--- src/rtl/lfsr_gen.sv ---
`default_nettype none
// ============================================================================
//  Module      : lfsr_gen
//  Description : Parametrised Fibonacci/Galois LFSR pseudo-random source with
//                runtime seed load, zero-state recovery, valid/ready output
//                stream and a step counter that flags sequence wrap.
//  Revision    : 1.0 - initial release
// ============================================================================
module lfsr_gen #(
    parameter int                 WIDTH = 8,
    parameter int                 MODE  = 0,
    parameter logic [WIDTH-1:0]   TAPS  = WIDTH'('hB8),
    parameter logic [WIDTH-1:0]   SEED  = WIDTH'('h01)
) (
    input  logic             clk,
    input  logic             reset,
    input  logic             en_i,
    input  logic             load_i,
    input  logic [WIDTH-1:0] seed_i,
    output logic [WIDTH-1:0] data_o,
    output logic             valid_o,
    input  logic             ready_i,
    output logic [WIDTH-1:0] count_o,
    output logic             wrap_o,
    output logic             lockup_o
);

    localparam logic [WIDTH-1:0] C_ZERO = '0;
    localparam logic [WIDTH-1:0] C_ONE  = WIDTH'(1);

    logic [WIDTH-1:0] state_q, state_d;
    logic [WIDTH-1:0] start_q, start_d;
    logic [WIDTH-1:0] count_q, count_d;
    logic             valid_q, valid_d;
    logic             wrap_q,  wrap_d;
    logic             lockup_q, lockup_d;

    logic [WIDTH-1:0] w_next;
    logic             w_fire;

    // A value is consumed only when offered, accepted and not pre-empted by a load.
    assign w_fire = valid_q && ready_i && !load_i;

    // Successor of the current state for the selected LFSR structure.
    generate
        if (MODE == 0) begin : g_fib
            logic w_fb;
            assign w_fb   = ^(state_q & TAPS);
            assign w_next = {state_q[WIDTH-2:0], w_fb};
        end else begin : g_gal
            assign w_next = {state_q[WIDTH-2:0], 1'b0} ^ (state_q[WIDTH-1] ? TAPS : C_ZERO);
        end
    endgenerate

    // Next-state selection: load beats fire; a zero successor falls back to SEED.
    always_comb begin
        state_d  = state_q;
        start_d  = start_q;
        count_d  = count_q;
        wrap_d   = 1'b0;
        lockup_d = 1'b0;
        valid_d  = en_i && !load_i;

        if (load_i) begin
            count_d = C_ZERO;
            if (seed_i == C_ZERO) begin
                state_d  = SEED;
                start_d  = SEED;
                lockup_d = 1'b1;
            end else begin
                state_d = seed_i;
                start_d = seed_i;
            end
        end else if (w_fire) begin
            if (w_next == C_ZERO) begin
                state_d  = SEED;
                start_d  = SEED;
                count_d  = C_ZERO;
                lockup_d = 1'b1;
            end else if (w_next == start_q) begin
                state_d = w_next;
                count_d = C_ZERO;
                wrap_d  = 1'b1;
            end else begin
                state_d = w_next;
                count_d = count_q + C_ONE;
            end
        end
    end

    // State registers with synchronous reset to the SEED start point.
    always_ff @(posedge clk) begin
        if (reset) begin
            state_q  <= SEED;
            start_q  <= SEED;
            count_q  <= C_ZERO;
            valid_q  <= 1'b0;
            wrap_q   <= 1'b0;
            lockup_q <= 1'b0;
        end else begin
            state_q  <= state_d;
            start_q  <= start_d;
            count_q  <= count_d;
            valid_q  <= valid_d;
            wrap_q   <= wrap_d;
            lockup_q <= lockup_d;
        end
    end

    assign data_o   = state_q;
    assign valid_o  = valid_q;
    assign count_o  = count_q;
    assign wrap_o   = wrap_q;
    assign lockup_o = lockup_q;

endmodule
`default_nettype wire
--- config.mk ---
export PLATFORM = sky130hd
export DESIGN_NAME = lfsr_gen
export DESIGN_NICKNAME = d
export VERILOG_FILES = /design/src/rtl/lfsr_gen.sv
export SDC_FILE = /design/constraint.sdc
export NUM_CORES = 1
export LEC_CHECK = 0
export ABC_AREA = 1
export CAP_MARGIN = 15
export CORE_MARGIN = 2
export CORE_UTILIZATION = 47
export CTS_BUF_LIST = sky130_fd_sc_hd__clkbuf_4 sky130_fd_sc_hd__clkbuf_8
export DETAILED_ROUTE_END_ITERATION = 10
export PLACE_DENSITY = 0.78
export SLEW_MARGIN = 25
export SYNTH_ARGS = -nofsm -noshare
export SYNTH_HDL_FRONTEND = slang
export SYNTH_SLANG_ARGS = --single-unit
--- constraint.sdc ---
create_clock -name clk -period 1.3 [get_ports clk]
set_input_delay 0.325 -clock clk [delete_from_list [all_inputs] [get_ports clk]]
set_output_delay 0.325 -clock clk [all_outputs]
set_load 0.03 [all_outputs]
==> results of run 1 <==
-- how the worst max path moves through the flow --
stage,end,slack (ns),cells past startpoint
finish,start_q[4]$_SDFFE_PP0P_,-0.03,8
global route,start_q[1]$_SDFFE_PP0P_,-0.12,9
CTS,start_q[5]$_SDFFE_PP0P_,-0.04,9
detailed placement,lockup_o$_SDFF_PP0_,-0.38,6
global placement,lockup_o$_SDFF_PP0_,-0.33,6
floorplan,count_o[6]$_SDFFE_PP0P_,-0.009,7
-- report_power, final --
part	leakage, nW	internal [mW]	switching (mW)
clock	0.0184	0.142	0.260
combinational	0.694	0.189	0.230
sequential	0.229	0.857	0.0393
total	0.942	1.19	0.529
-- state kept, by name (all words and copies together), names as in the netlist --
signal / cells
count_o: 8
valid_o: 1
wrap_o: 1
data_o: 8
start_q: 8
lockup_o: 1
-- synthesized netlist by cell type, types with 3 or more instances --
cell type and n:
a21oi_1 17, a31oi_1 7, dfxtp_1 27, inv_1 24, nand2_1 69, nand2_2 5, nand2_4 3, nand3_1 11
nand3_2 4, nand4_1 4, nor2_1 9, nor2_4 3, nor3_1 3, o21ai_0 4, xnor2_1 3
-- layer usage --
metal	vias to the layer above	global-route usage, %	wire [µm]
met5	-	0	0
met4	0	8.44	48
met3	5	3.28	196
met2	46	36.1	2050
met1	727	32.1	1860
li1	801	-	-
-- critical path: stages (launching register included) --
cell and delay [ns]:
dfxtp_4 0.43, nor2_4 0.06, nor2_4 0.12, nand2_4 0.07
nand3_4 0.10, nor2_4 0.04, nor2_4 0.23, nand2_1 0.09
a21oi_1 0.13
-- repair_timing --
action,in CTS,in global routing
cloned,0,1
setup buffers,2,1
gates resized for setup,20,48
pin swaps,2,14
endpoints found under the setup margin,27,31
-- through the flow --
step / instances / hold slack [ns] / total power, mW / utilization (%)
finish: 303 / 0.429 / 1.72 / 74.4
global route: 303 / 0.427 / 1.79 / 74.4
CTS: 301 / 0.473 / 1.66 / 68.7
detailed placement: 295 / 0.471 / 1.26 / 65.0
global placement: 295 / 0.462 / 1.26 / 65.0
floorplan: 208 / 0.430 / 1.11 / -
-- cells by family (layout without fill, tap and decap cells) --
group / count (synthesis) / after routing / synth area share [%]
xor gates and xnor gates: 5 / 5 / 3.05
DFF: 27 / 27 / 37.7
AOI/OAI and AO/OA: 29 / 29 / 11.0
and+or+nand+nor: 114 / 115 / 38.0
buffers and inverters: 32 / 93 / 9.34
adders and majority gates: 1 / 1 / 0.872
-- cell type report --
class / count / area (µm²)
Multi-Input combinational cell: 150 / 905
Fill cell: 209 / 763
Sequential cell: 27 / 574
Timing Repair Buffer: 61 / 554
Inverter: 28 / 110
Tap cell: 33 / 41.3
Clock buffer: 4 / 30.0
==> summary.txt, run 1 <==
Synth
  – Ys Warns: 0
  – Post-Syn Instances: 208
  – Post-synth EDFFs: 0
  – Netlist cell types: 25
  – Mapped cell area: 1430 µm²
  – Post-synth top area share: 37.7%
  – Ranking of synthesized cells by area: dfxtp_1 (38%), nand2_1 (18%), inv_1 (6.3%)
  – Syn_area_per_cell: between 6 and 7 µm²
  – Cell taking the most area after synthesis: dfxtp_1
  – Syn Nets: around 220
  – Async S/R FF share, synth: 0%
  – Ys flop type: dfxtp_1
  – Sequential element share of the synthesized area: 37.7%
  – Synth Register Bits: 27

Route
  – DRT Wirelength: 4160 µm
  – Via Count: 1579
  – DRC errors left: 0
  – Iteration-0 DRC Markers: a little under 90
  – 1st-pass router iterations: 4
  – Routed WL per cell: between 10 and 15 µm
  – Via-to-Cell Ratio: 5.21
  – Post-route ant nets: 0

Cells and area
  – Ant. Diodes: 0
  – Final nets: between 200 and 300
  – Commonest non-fill, non-tap cell in the layout: nand2_1
  – Most frequent cells in the layout: nand2_1 (56), buf_4 (32), inv_1 (24), buf_6 (17), nand2_2 (16)
  – Layout area overhead: 54.5%
  – Fraction of layout cells with a size suffix above 1: a little under half
  – Design area: 2210 µm²

Setup path
  – Critical path required time: 1.58 ns
  – R2R Path End: start_q[4]$_SDFFE_PP0P_
  – R2r setup slk: -0.03 ns
  – CP Class: flip-flop to flip-flop
  – Worst path arrival time: 1.61 ns
  – Critical path origin: data_o[4]$_SDFFE_PP0P_
  – Reg2reg start: data_o[4]$_SDFFE_PP0P_
  – Worst Path Max Fanout: 8
  – Critical Path Start Type: flip-flop
  – Worst reg2reg path depth: 8
  – Setup crit end kind: flip-flop

STA
  – Tmin final: ~1.3 ns
  – Slew Limit Fails: 0
  – RSZ-0062 raised after global routing: yes
  – Least-Margin Pin Slew: 0.304 ns
  – Hold Vio Cnt, Final: 0
  – Clock Skew: 0.00522 ns
  – Final-report setup violation count: 9
  – Fmax: 750 MHz
  – Setup TNS: -0.193 ns
  – PnR worst setup slack: -0.0338 ns
  – Slew HR: 79.5%
  – Period utilization: 103%

Global routing
  – Largest net degree at the start of global routing: 15
  – Global-route wire length before repair: 6140 µm
  – GRT Total Usage: 23.0%
  – Global route total overflow: 0
  – Vias in the first global route: 1411
  – Initial antenna violation count: 0

Job
  – Number of max-cap violations: 0

Floorplanning
  – Die width: 59.2 µm
  – Chip height: 59.2 µm
  – Row count: 20
  – Top-level I/O count: 32
  – Die area: 3510 µm²
  – Effective utilization at floorplan: 48.2%
  – Core ar.: 2980 µm²

Clocking
  – # clock sinks: 27
  – H-tree depth: 1
  – Hold-fix buffers, CTS: 0
  – CTS Buf Count: 3
  – Clock slew at the register clock pins of the worst setup and hold paths: 0.15 ns
  – CTS max path bufs: 2
  – CTS tree: done
  – Worst-Skew Late Latency: 0.34 ns
  – Root buf cell: clkbuf_4

Placement
  – IO Port Bufs: 31
  – Area after DPL: 1930 µm²
  – Final HPWL DP: 2730 µm
  – Placer Congestion: 0.836
  – Dpl ws: -0.383 ns

Outcome
  – Status: finished, violations left
  – Violated checks: setup timing

Hold path
  – Hold path startpoint: load_i
  – Min-Delay Path Class: primary input to flip-flop
  – Hold Path End: wrap_o$_SDFF_PP0_
  – WHS Path Cells: 4

Pwr
  – VDD IR max: 0.606 mV
  – Pwr per Cell Area: about 780 nW/µm²
  – Leakage: between 0.9 and 1 nW
Note: power is estimated with default switching activity, not from simulation.
==> run 2, diff against run 1 <==
CORE_ASPECT_RATIO = 0.75   (was unset)
CORE_UTILIZATION = 58   (was 47)
DONT_BUFFER_PORTS = 1   (was unset)
PLACE_DENSITY = 0.76   (was 0.78)
==> run 2 against run 1 <==
Compared with the run above: the flow still finishes with violations (setup timing); critical path depth is 1 higher; clock-buffer cell count shrank 1; sequential power hardly changed; critical endpoint is now start_q[6]$_SDFFE_PP0P_; flip-flop and latch count stayed put; highest routed layer unchanged; die area is 18% lower; clock power decreased by 7.0%.
==> summary.txt, run 2 (synthesis gave the netlist of run 1 again) <==
Outcome
  – Status: finished, violations left
  – Violated checks: setup timing

Hold path
  – Hold path startpoint: reset
  – WHS Path Cells: 1 (-3)
  – Min-Delay Path Class: primary input to flip-flop

Floorplanning
  – Chip height: 47.1 µm (-21%)
  – Die width: 61.4 µm (+3.7%)
  – Core ar.: 2330 µm² (-22%)
  – Die area: 2890 µm² (-18%)
  – Effective utilization at floorplan: 61.6% (+13 points)
  – Row count: 15 (-25%)
  – Top-level I/O count: 32 (unchanged)

Route
  – Routed WL per cell: 14.4 µm (+4.9%)
  – Met3 wire length: 338 µm (+72%)
  – 1st-pass router iterations: 5 (+1)
  – DRT Wirelength: 3790 µm (-8.9%)
  – Iteration-0 DRC Markers: 96 (+10%)
  – Via-to-Cell Ratio: 5.45 (+4.6%)
  – DRC errors left: 0 (unchanged)
  – Via Count: 1434 (-9.2%)
  – Routed wl met2: 1750 µm (-15%)
  – Met1 WL: 1690 µm (-9.4%)
  – Post-route ant nets: 0 (unchanged)
  – Highest metal used: met4

Pwr
  – Final Power: 1.55 mW (-9.9%)
  – Combinational Power Share: 18.1% (-6.4 points)
  – Pint: 1.07 mW (-9.5%)
  – P_sw: 0.473 mW (-11%)
  – Sw frac: 30.5% (-0.28 points)
  – Leakage: 0.711 nW (-24%)
  – VDD IR max: 0.607 mV (+0.22%)
  – Pwr per Cell Area: 880 nW/µm² (+13%)
  – Reg power frac: 57.8% (+5.6 points)
  – Clock share of power: 24.1% (+0.7 points)

Setup path
  – CP Class: flip-flop to flip-flop
  – Critical path required time: 1.58 ns (about the same)
  – Worst Path Max Fanout: 8 (unchanged)
  – CP Depth: 9 (+1)
  – Worst reg2reg path depth: 9 (+1)
  – CP max stage delay: 0.41 ns (-0.02 ns)
  – Critical path origin: data_o[5]$_SDFFE_PP0P_
  – CP cell instances: nand2_4 -> clkinv_4 -> nor2_4 -> nand2_4 -> nand3_4 -> nor2_4 -> nor2_4 -> nand2_1 -> a21oi_2
  – Worst path arrival time: 1.64 ns (+0.03 ns)
  – R2r setup slk: -0.06 ns (-0.02 ns)
  – Critical Path Start Type: flip-flop
  – Worst path slowest cell: dfxtp_4
  – Critical path's top delay family: simple AND/OR/NAND/NOR gates
  – Reg2reg start: data_o[5]$_SDFFE_PP0P_
  – Setup crit end kind: flip-flop
  – Top cell by count, worst path: nor2_4
  – Worst Path Buf+Inv: 1 (+1)

STA
  – RSZ-0062 raised after global routing: yes
  – Least-Margin Pin Slew: 0.371 ns (+0.0670 ns)
  – Setup TNS: -0.356 ns (-0.162 ns)
  – Hold Vio Cnt, Final: 0 (unchanged)
  – Final-report setup violation count: 17 (+8)
  – Period utilization: 104% (+1.7 points)
  – Fmax: 737 MHz (-1.6%)
  – Tmin final: 1.36 ns (+0.0223 ns)
  – Clock Skew: 0.00482 ns (-0.000394 ns)
  – PnR worst setup slack: -0.0560 ns (-0.0223 ns)
  – Slew Limit Fails: 0 (unchanged)
  – Slew HR: 75.1% (-4.4 points)

Job
  – Number of max-cap violations: 0 (unchanged)

Global routing
  – Global route total overflow: 0 (unchanged)
  – Initial antenna violation count: 0 (unchanged)
  – Largest net degree at the start of global routing: 19 (+4)
  – Global-route wire length before repair: 5750 µm (-6.3%)
  – Vias in the first global route: 1264 (-10%)
  – GRT Total Usage: 27.4% (+4.4 points)

Cells and area
  – Final nets: 244 (-14%)
  – Ant. Diodes: 0 (unchanged)
  – Commonest non-fill, non-tap cell in the layout: nand2_1
  – Layout area overhead: 22.6%
  – Most frequent cells in the layout: nand2_1 (68), inv_1 (23), buf_4 (18), a21oi_1 (14), dfxtp_1 (13)
  – Fraction of layout cells with a size suffix above 1: 32.3% (-13 points)

Clocking
  – Root buf cell: clkbuf_4
  – Clock slew at the register clock pins of the worst setup and hold paths: 0.15 ns (about the same)
  – CTS Buf Count: 3 (unchanged)
  – H-tree depth: 1 (unchanged)
  – Worst-Skew Late Latency: 0.33 ns (about the same)
  – # clock sinks: 27 (unchanged)
  – CTS max path bufs: 2 (unchanged)
  – CTS tree: done

Placement
  – Placer Congestion: 0.847 (+1.3%)
  – Final HPWL DP: 2610 µm (-4.4%)
  – IO Port Bufs: 0 (-100%)
run 2: cell count changes in the layout (fill, tap and decap cells not counted), moves of 2 or more:
cell	previous run	this run
dfxtp_1	10	13
buf_6	17	2
buf_4	32	18
nor2_4	8	6
nor2_2	4	2
a21oi_1	10	14
nand2_1	56	68
dfxtp_4	5	3
nor2_1	2	6
a21oi_2	8	4
nand2_2	16	5
clkdlybuf4s50_1	11	0
run 2: timing repair:
item                       CTS  global route
cloned                       0             1
pin swaps                    5             4
setup endpoints to repair    9            21
setup buffers                0             1
hold buffers                 0             0
gates resized for setup     13            16
run 2: power groups by stage:
stage                     Combinational (mW)  Sequential, mW  Clock (mW)
after floorplan                        0.165           0.942           0
after global placement                 0.240           0.911           0
after detailed placement               0.245           0.913           0
after CTS                              0.252           0.893       0.372
after global routing                   0.305           0.900       0.401
final                                  0.281           0.894       0.373
run 2: final cells by class:
class,instances,area (µm²)
timing repair buffer,20,158
clock buffer,3,22.5
tap,34,42.5
sequential,27,566
clock inverter,1,5.00
inverter,28,113
multi-input combinational,150,852
fill,191,569
run 2: worst paths after layout:
kind	to
setup / recovery	start_q[6]$_SDFFE_PP0P_
hold / removal	data_o[3]$_SDFFE_PP0P_
setup reg to reg	start_q[6]$_SDFFE_PP0P_
hold reg to reg	start_q[7]$_SDFFE_PP0P_
run 2: metal layers:
| metal | track usage [%] | vias to the layer above |
|---|---|---|
| li1 | - | 705 |
| met1 | 40.1 | 659 |
| met2 | 41.1 | 68 |
| met3 | 7.44 | 2 |
| met4 | 5.53 | 0 |
| met5 | 0 | - |
run 2: per-stage QoR:
step,std cells,utilization [%],worst slack [ns],hold slack [ns],instance area [µm²]
2_1_floorplan,208,-,-0.00940,0.430,1450
3_3_place_gp,257,69.3,0.0309,0.391,1610
3_5_place_dp,257,69.3,-0.0132,0.392,1610
4_1_cts,261,72.7,-0.0205,0.0294,1690
5_1_grt,263,75.5,-0.147,0.0155,1760
6_report,263,75.5,-0.0560,0.0336,1760
==> run 3, diff against run 2 <==
ABC_CLOCK_PERIOD_IN_PS = 1300   (was unset)
==> results of run 3 <==
Final layout, timing and power as in run 2 (identical DEF).
